==> src/rtl/spi_xfer_ctrl.sv <==
// SPI mode-0 master: one word per command, sequenced CS/SCLK/MOSI/MISO.
// Define SPI_LSB_FIRST_EN for LSB-first shifting (default MSB-first).
module spi_xfer_ctrl #(
  parameter int FREQ_CLK   = 100000000,
  parameter int FREQ_SPI   = 2000000,
  parameter int DATA_WIDTH = 8
) (
  input  logic                  clk_i,
  input  logic                  rst_i,
  input  logic                  en_i,
  input  logic                  cmd_valid_i,
  output logic                  cmd_ready_o,
  input  logic [DATA_WIDTH-1:0] cmd_data_i,
  output logic                  rsp_valid_o,
  output logic [DATA_WIDTH-1:0] rsp_data_o,
  output logic                  busy_o,
  output logic                  sclk_o,
  output logic                  mosi_o,
  input  logic                  miso_i,
  output logic                  cs_n_o
);

  localparam int HALF = FREQ_CLK / (2 * FREQ_SPI);
  localparam int DW   = (HALF > 1) ? $clog2(HALF) : 1;
  localparam int CW   = $clog2(DATA_WIDTH + 1);

  if (HALF < 2) begin : g_half_chk
    $error("spi_xfer_ctrl: HALF must be >= 2");
  end
  if (DATA_WIDTH < 1) begin : g_dw_chk
    $error("spi_xfer_ctrl: DATA_WIDTH must be >= 1");
  end

  typedef enum logic [1:0] {
    IDLE,
    SETUP,
    XFER,
    HOLD
  } state_e;

  state_e                state_q;
  logic [DW-1:0]         div_q;
  logic [CW-1:0]         cnt_q;
  logic [CW-1:0]         cnt_d;
  logic [DATA_WIDTH-1:0] tx_q;
  logic [DATA_WIDTH-1:0] tx_d;
  logic [DATA_WIDTH-1:0] rx_q;
  logic [DATA_WIDTH-1:0] rx_d;
  logic [DATA_WIDTH-1:0] rsp_data_q;
  logic                  sclk_q;
  logic                  mosi_q;
  logic                  cs_n_q;
  logic                  rsp_valid_q;
  logic                  tick;
  logic                  first_bit;
  logic                  next_bit;

  assign tick  = (div_q == DW'(HALF - 1));
  assign cnt_d = cnt_q + 1'b1;

`ifdef SPI_LSB_FIRST_EN
  assign tx_d      = tx_q >> 1;
  assign rx_d      = (rx_q >> 1) |
                     (DATA_WIDTH'(miso_i) << (DATA_WIDTH - 1));
  assign first_bit = cmd_data_i[0];
  assign next_bit  = tx_d[0];
`else
  assign tx_d      = tx_q << 1;
  assign rx_d      = (rx_q << 1) | DATA_WIDTH'(miso_i);
  assign first_bit = cmd_data_i[DATA_WIDTH-1];
  assign next_bit  = tx_d[DATA_WIDTH-1];
`endif

  always_ff @(posedge clk_i) begin
    if (rst_i) begin
      state_q     <= IDLE;
      div_q       <= '0;
      cnt_q       <= '0;
      tx_q        <= '0;
      rx_q        <= '0;
      rsp_data_q  <= '0;
      sclk_q      <= 1'b0;
      mosi_q      <= 1'b0;
      cs_n_q      <= 1'b1;
      rsp_valid_q <= 1'b0;
    end else begin
      rsp_valid_q <= 1'b0;
      if (!en_i) begin
        // Abort or disabled idle: drop everything, no response.
        state_q <= IDLE;
        div_q   <= '0;
        sclk_q  <= 1'b0;
        mosi_q  <= 1'b0;
        cs_n_q  <= 1'b1;
      end else begin
        unique case (state_q)
          IDLE: begin
            div_q <= '0;
            if (cmd_valid_i) begin
              tx_q    <= cmd_data_i;
              rx_q    <= '0;
              cnt_q   <= '0;
              mosi_q  <= first_bit;
              cs_n_q  <= 1'b0;
              state_q <= SETUP;
            end
          end
          SETUP: begin
            if (tick) begin
              div_q   <= '0;
              state_q <= XFER;
            end else begin
              div_q <= div_q + 1'b1;
            end
          end
          XFER: begin
            if (tick) begin
              div_q  <= '0;
              sclk_q <= ~sclk_q;
              if (!sclk_q) begin
                rx_q <= rx_d;
              end else begin
                cnt_q <= cnt_d;
                if (cnt_d == CW'(DATA_WIDTH)) begin
                  state_q <= HOLD;
                end else begin
                  tx_q   <= tx_d;
                  mosi_q <= next_bit;
                end
              end
            end else begin
              div_q <= div_q + 1'b1;
            end
          end
          HOLD: begin
            if (tick) begin
              div_q       <= '0;
              cs_n_q      <= 1'b1;
              mosi_q      <= 1'b0;
              rsp_data_q  <= rx_q;
              rsp_valid_q <= 1'b1;
              state_q     <= IDLE;
            end else begin
              div_q <= div_q + 1'b1;
            end
          end
          default: begin
            state_q <= IDLE;
            div_q   <= '0;
            sclk_q  <= 1'b0;
            cs_n_q  <= 1'b1;
          end
        endcase
      end
    end
  end

  assign cmd_ready_o = !rst_i && en_i && (state_q == IDLE);
  assign busy_o      = (state_q != IDLE);
  assign rsp_valid_o = rsp_valid_q;
  assign rsp_data_o  = rsp_data_q;
  assign sclk_o      = sclk_q;
  assign mosi_o      = mosi_q;
  assign cs_n_o      = cs_n_q;

endmodule

==> config.mk <==
export PLATFORM = sky130hd
export DESIGN_NAME = spi_xfer_ctrl
export DESIGN_NICKNAME = d
export VERILOG_FILES = /design/src/rtl/spi_xfer_ctrl.sv
export SDC_FILE = /design/constraint.sdc
export NUM_CORES = 1
export LEC_CHECK = 0
export CAP_MARGIN = 40
export CELL_PAD_IN_SITES_DETAIL_PLACEMENT = 0
export CELL_PAD_IN_SITES_GLOBAL_PLACEMENT = 2
export CORE_ASPECT_RATIO = 1.5
export CORE_MARGIN = 2
export CORE_UTILIZATION = 33
export CTS_CLUSTER_DIAMETER = 150
export DETAILED_ROUTE_END_ITERATION = 6
export GPL_TIMING_DRIVEN = 0
export PLACE_DENSITY_LB_ADDON = 0.1
export SETUP_SLACK_MARGIN = 0.2
export SYNTH_ARGS = -nofsm -noshare
export SYNTH_HDL_FRONTEND = slang
export SYNTH_SLANG_ARGS = --single-unit
==> constraint.sdc <==
create_clock -name clk_i -period 2.05 [get_ports clk_i]
set_input_delay 0.41 -clock clk_i [delete_from_list [all_inputs] [get_ports clk_i]]
set_output_delay 0.41 -clock clk_i [all_outputs]
set_load 0.02 [all_outputs]
# After elaboration in Yosys (flattened, before gate mapping)
# Cells that the tools add are included.
[word_totals] ff_bits=38 inputBits=13 elab_cells=80
[op_classes] add_sub_neg=2 n_eq_ne=13 muxes=32 n_bitwise=4 n_reduce_logical=19
[op_table] operator="2-to-1 mux 7 bit" count=4
[op_table] operator="2-to-1 mux 8 bit" count=3
[op_table] operator="AND reduction 6 bit" count=3
[op_table] operator="inequality test 2 bit (second input constant)" count=8
[op_table] operator="case mux 8 bit (2 select lines)" count=1
[op_table] operator="case mux 7 bit (2 select lines)" count=1
[op_table] operator="2-to-1 mux 2 bit" count=6
[op_table] operator="2-to-1 mux 4 bit" count=3
[op_table] operator="case mux 5 bit (2 select lines)" count=1
[op_table] operator="AND reduction 5 bit" count=2
[op_table] operator="2-to-1 mux 1 bit" count=8
[op_table] operator="bitwise OR 8 x 1 -> 8 bit" count=1
[op_table] operator="case mux 2 bit (4 select lines)" count=1
[op_table] operator="case mux 4 bit (2 select lines)" count=1
[op_table] operator="AND reduction 3 bit" count=2
[op_table] operator="nonzero test 2 bit" count=3
[op_table] operator="OR reduction 3 bit" count=2
[op_table] operator="adder 5 x 1 -> 5 bit (second input constant)" count=1
[op_table] operator="equality test 5 bit (second input constant)" count=1
[op_table] operator="2-to-1 mux 5 bit" count=1
[op_table] operator="adder 4 x 1 -> 4 bit (second input constant)" count=1
[op_table] operator="equality test 2 bit (second input constant)" count=2
[op_table] operator="equality test 4 bit (second input constant)" count=1
[op_table] operator="NOT 1 bit" count=3
[op_table] operator="9 further kinds" count=10

# Logic depth before layout (Yosys ltp)
[logic_depth] depth_word=6 mapped_depth=8 mapped_depth_nobuf=6

# Least setup slack after synthesis
# No wires, ideal clock.
[synth_path] path_kind="reg2reg" from="reg state_q[0]" to="reg cnt_q[1]" arrival_time_ns=1.569 t_required_ns=1.980 slack_ns=0.411 path_stages_with_launch=9 cell_sequence="dfxtp_1 -> inv_1 -> ha_1 -> nor2b_4 -> nor2b_1 -> clkbuf_1 -> buf_2 -> nand4_1 -> a21oi_1"
[synth_via] elab_chain_cells=3
[synth_rtl] item="start, declared" line_no="41" rtl="state_e state_q;"
[synth_rtl] item="start signal, assigned" line_no="76" rtl="state_q <= IDLE;"
[synth_rtl] item="start signal, assigned" line_no="90" rtl="state_q <= IDLE;"
[synth_rtl] item="start signal, assigned" line_no="105" rtl="state_q <= SETUP;"
[synth_rtl] item="equality test 2 bit / logical NOT 2 bit (equally long branches)" line_no="96" rtl="unique case (state_q)"
[synth_rtl] item="inequality test 2 bit (no line) / nonzero test 2 bit (equally long branches)"
[synth_rtl] item="AND reduction 5 bit (no line)"
[synth_rtl] item="end signal, assigned" line_no="123" rtl="cnt_q <= cnt_d;"
[synth_rtl] item="end, declared" line_no="43" rtl="logic [CW-1:0] cnt_q;"
# Parallel ways exist; a longest one is shown, timed or not.
# A chain may end at the register's enable or synchronous reset.

# Final worst setup path
[layout_path] from="reg sclk_q, in the netlist sclk_o" to="out sclk_o"
[layout_lines] item="start, declared" line_no="50" rtl="logic sclk_q;"
[layout_lines] item="start signal, assigned" line_no="119" rtl="sclk_q <= ~sclk_q;"
[layout_lines] item="end, declared" line_no="17" rtl="output logic sclk_o,"
# No word-level cell between the ends.

==> out/metrics.csv <==
stage;metric;value;unit
yosys;Yosys top cell by area;dfxtp_1;
pwr;total chip power;1.78;mW
setup_path;CP Capture Type;primary output;
setup_path;CP Depth;1;
timing;RSZ-0062 raised after global routing;yes;
die;DIE AREA;6460;sq um
pwr;PD cells;692;nW/um^2
setup_path;Slowest Stage Delay on Critical Path;0.65;ns
route;Iter 0 DRT Violations;74;
route;routed wire length;5080;um
timing;Worst Skew;0.00509;ns
run;max_cap viols;0;
die;Site Rows;34;
yosys;Yosys cell types;51;
yosys;synthesized instance count;207;
grt;largest net degree at the start of global routing;13;
setup_path;crit path DAT;1.39;ns
worst_hold_path;hold crit path type;reg2reg;
worst_hold_path;worst hold path cell count;2;
yosys;Yosys warning total;0;
grt;GRT Total Usage;16.4;%
layout;fill count;591;
place;Final GP Congestion;0.768;
timing;Max-Slew Margin vs Limit;70.0;%
timing;post-route minimum period;1.80;ns
layout;fraction of layout cells with a size suffix above 1;22.0;%
yosys;ranking of synthesized cells by area;dfxtp_1 (40%), a21oi_1 (5.5%), ha_1 (5.2%);
place;dpl ws;-0.700;ns
clock_tree;root buf cell;clkbuf_8;
pwr;total leakage power;0.901;nW
setup_path;worst r2r path cells;7;
setup_path;crit path max fanout;8;
clock_tree;clk slew on worst S/H paths;0.08;ns
setup_path;slowest cell on the critical path;clkdlybuf4s50_1;
yosys;Synth Area in XOR/XNOR;1.37;%
route;DR pass1 iterations;4;
route;post-route ant nets;0;
timing;fin. max-slew vios;0;
layout;Non-Filler Instances;322;
route;DRT met1 WL;1970;um
yosys;synthesized flop and latch total;38;
route;metal2 WL;2850;um
clock_tree;H-tree levels;2;
layout;area grow syn2layout;33.7;%
die;Initial Utilization;33.7;%
grt;first-pass GRT wire length;8200;um
pwr;Peak VDD IR;0.000357;V
route;WL met3;178;um
clock_tree;clk sinks;38;
route;mean routed wirelength per cell;15.8;um
place;Final HPWL DP;3730;um
grt;vias in the first global route;1663;
yosys;asr flop ratio synth;0;%
timing;PnR worst setup slack;0.249;ns
setup_path;cell family with most CP delay;buffers and inverters;
route;Max Used Layer;met4;
timing;Setup-failing EPs final;0;
setup_path;CP required;1.64;ns
grt;initial antenna violation count;0;
yosys;synthesized area per cell;9.28;sq um
place;DP Cell Count;305;
timing;f_max;555;MHz
setup_path;critical path cell sequence;clkdlybuf4s50_1;
layout;fin area;2570;sq um
outcome;status;finished, final reports clean;
grt;Remaining Overflow, GRT;0;
yosys;Mapped Nets;228;
route;# DRC;0;
setup_path;Worst Setup Start Kind;register;
setup_path;WP buf/inv;1;
clock_tree;CTS Buf Count;5;
layout;area occupied by registers;763;sq um
clock_tree;Clock Tree Buf Depth;2;
yosys;mux contribution to synthesized area;4.17;%
yosys;Synth Area in Adders;5.21;%
place;IO buf count;26;
yosys;Post-synth EDFFs;0;
yosys;register area share after synthesis;39.6;%
die;Die W;66.3;um
yosys;Compound-Gate Fraction of Synth Area;24.5;%
yosys;main combinational cell family by area after synthesis;compound AO/OA/AOI/OAI gates;
setup_path;setup slack, reg-to-reg;0.30;ns
clock_tree;Worst-Skew Late Latency;0.29;ns
place;placed cell area;2270;sq um
die;Ports;27;
die;Core Box Area;5700;sq um
route;DR vias;1691;
layout;Antenna Cells;0;
layout;multi-input logic area;1110;sq um
timing;final worst-path cycle share;87.9;%
setup_path;WS Path Type;reg2out;
layout;nets;270;
yosys;Yosys top cell area share;39.6;%
clock_tree;CTS tree;built;
yosys;Synth Area in Simple Gates;19.2;%
layout;most frequent cells in the layout;dfxtp_1 (36), nand2_1 (22), clkdlybuf4s50_1 (22), a21oi_1 (21), buf_4 (13);
timing;Hold Vio Cnt, Final;0;
layout;commonest non-fill, non-tap cell in the layout;dfxtp_1;
timing;Slew @ Worst Pin;0.450;ns
die;Die Y;97.5;um
timing;final hold slack;0.458;ns
yosys;Primary FF master, synth;dfxtp_1;
yosys;Cell Area, Synth;1920;sq um
route;DR vias/cell;5.25;
-- metrics by stage --
stage,TNS [ns],utilization [%]
2_1_floorplan,0,-
3_3_place_gp,-1.15,39.9
3_5_place_dp,-1.34,39.9
4_1_cts,0,42.6
5_1_grt,0,45.1
6_report,0,45.1
-- synthesized netlist by cell type, types with 2 or more instances --
library cell and count:
a21oi_1 21, a311oi_1 7, a31oi_1 6, and3_1 2, buf_2 2, buf_4 2, buf_6 2, clkbuf_1 6
dfxtp_1 38, ha_1 8, inv_1 7, mux2i_1 8, nand2_1 23, nand2b_1 3, nand3_1 6, nand4_1 10
nor2_1 8, nor2b_1 3, o21ai_0 5, o21ai_1 7, o21ai_2 2, xor2_1 2
-- worst register-to-register path, cell delays in order, from the launching register on --
cell      delay [ns]
dfxtp_1         0.35
inv_2           0.11
ha_4            0.16
buf_8           0.15
nand2_2         0.10
nor4b_4         0.39
a41oi_2         0.17
a311oi_2        0.24
-- layout make-up --
cell class	count	share of cell area (%)
Inverter	8	1.17
Tap cell	72	3.51
Buffer	13	4.28
Multi-Input combinational cell	148	43.3
Clock inverter	2	2.34
Sequential cell	38	29.7
Clock buffer	6	3.21
Timing Repair Buffer	35	12.5
-- state kept, by name (all words and copies together) (netlist names) --
signal and count:
tx_q 7, cnt_q 4, cs_n_o 1, state_q 2
div_q 5, rsp_data_o 8, rsp_valid_o 1, mosi_o 1
rx_q 8, sclk_o 1
-- kinds of logic (layout without fill, tap and decap cells) --
group | after synthesis | in the layout
xor gates and xnor gates | 3 | 3
AOI/OAI and AO/OA | 65 | 65
muxes | 8 | 8
adders and majority gates | 8 | 8
and+or+nand+nor | 64 | 64
buffers and inverters | 21 | 64
DFF | 38 | 38
-- power by group --
part | total (mW) | internal, mW | switching (mW)
registers | 0.767 | 0.755 | 0.0121
clock network | 0.788 | 0.519 | 0.269
logic | 0.224 | 0.105 | 0.119
total | 1.78 | 1.38 | 0.400
-- per-layer routing --
layer / GRT usage, % / vias to the layer above
li1: - / 843
met1: 18.3 / 812
met3: 3.59 / 4
met2: 29.7 / 32
met4: 5.34 / 0
met5: 0 / -
-- repair_timing --
item	4_1_cts	5_1_grt
hold buffers	0	0
pin swaps	0	4
setup endpoints to repair	17	24
gates resized for setup	11	28
buffers inserted	0	9
-- worst paths after layout --
path                              startpoint                    endpoint
setup / recovery         sclk_o$_SDFFE_PP0P_                      sclk_o
hold / removal    rsp_data_o[0]$_SDFFE_PP0P_  rsp_data_o[0]$_SDFFE_PP0P_
setup reg to reg     state_q[0]$_SDFFE_PP0P_       cnt_q[3]$_SDFFE_PP0P_
hold reg to reg   rsp_data_o[0]$_SDFFE_PP0P_  rsp_data_o[0]$_SDFFE_PP0P_
Note: power is estimated with default switching activity, not from simulation.
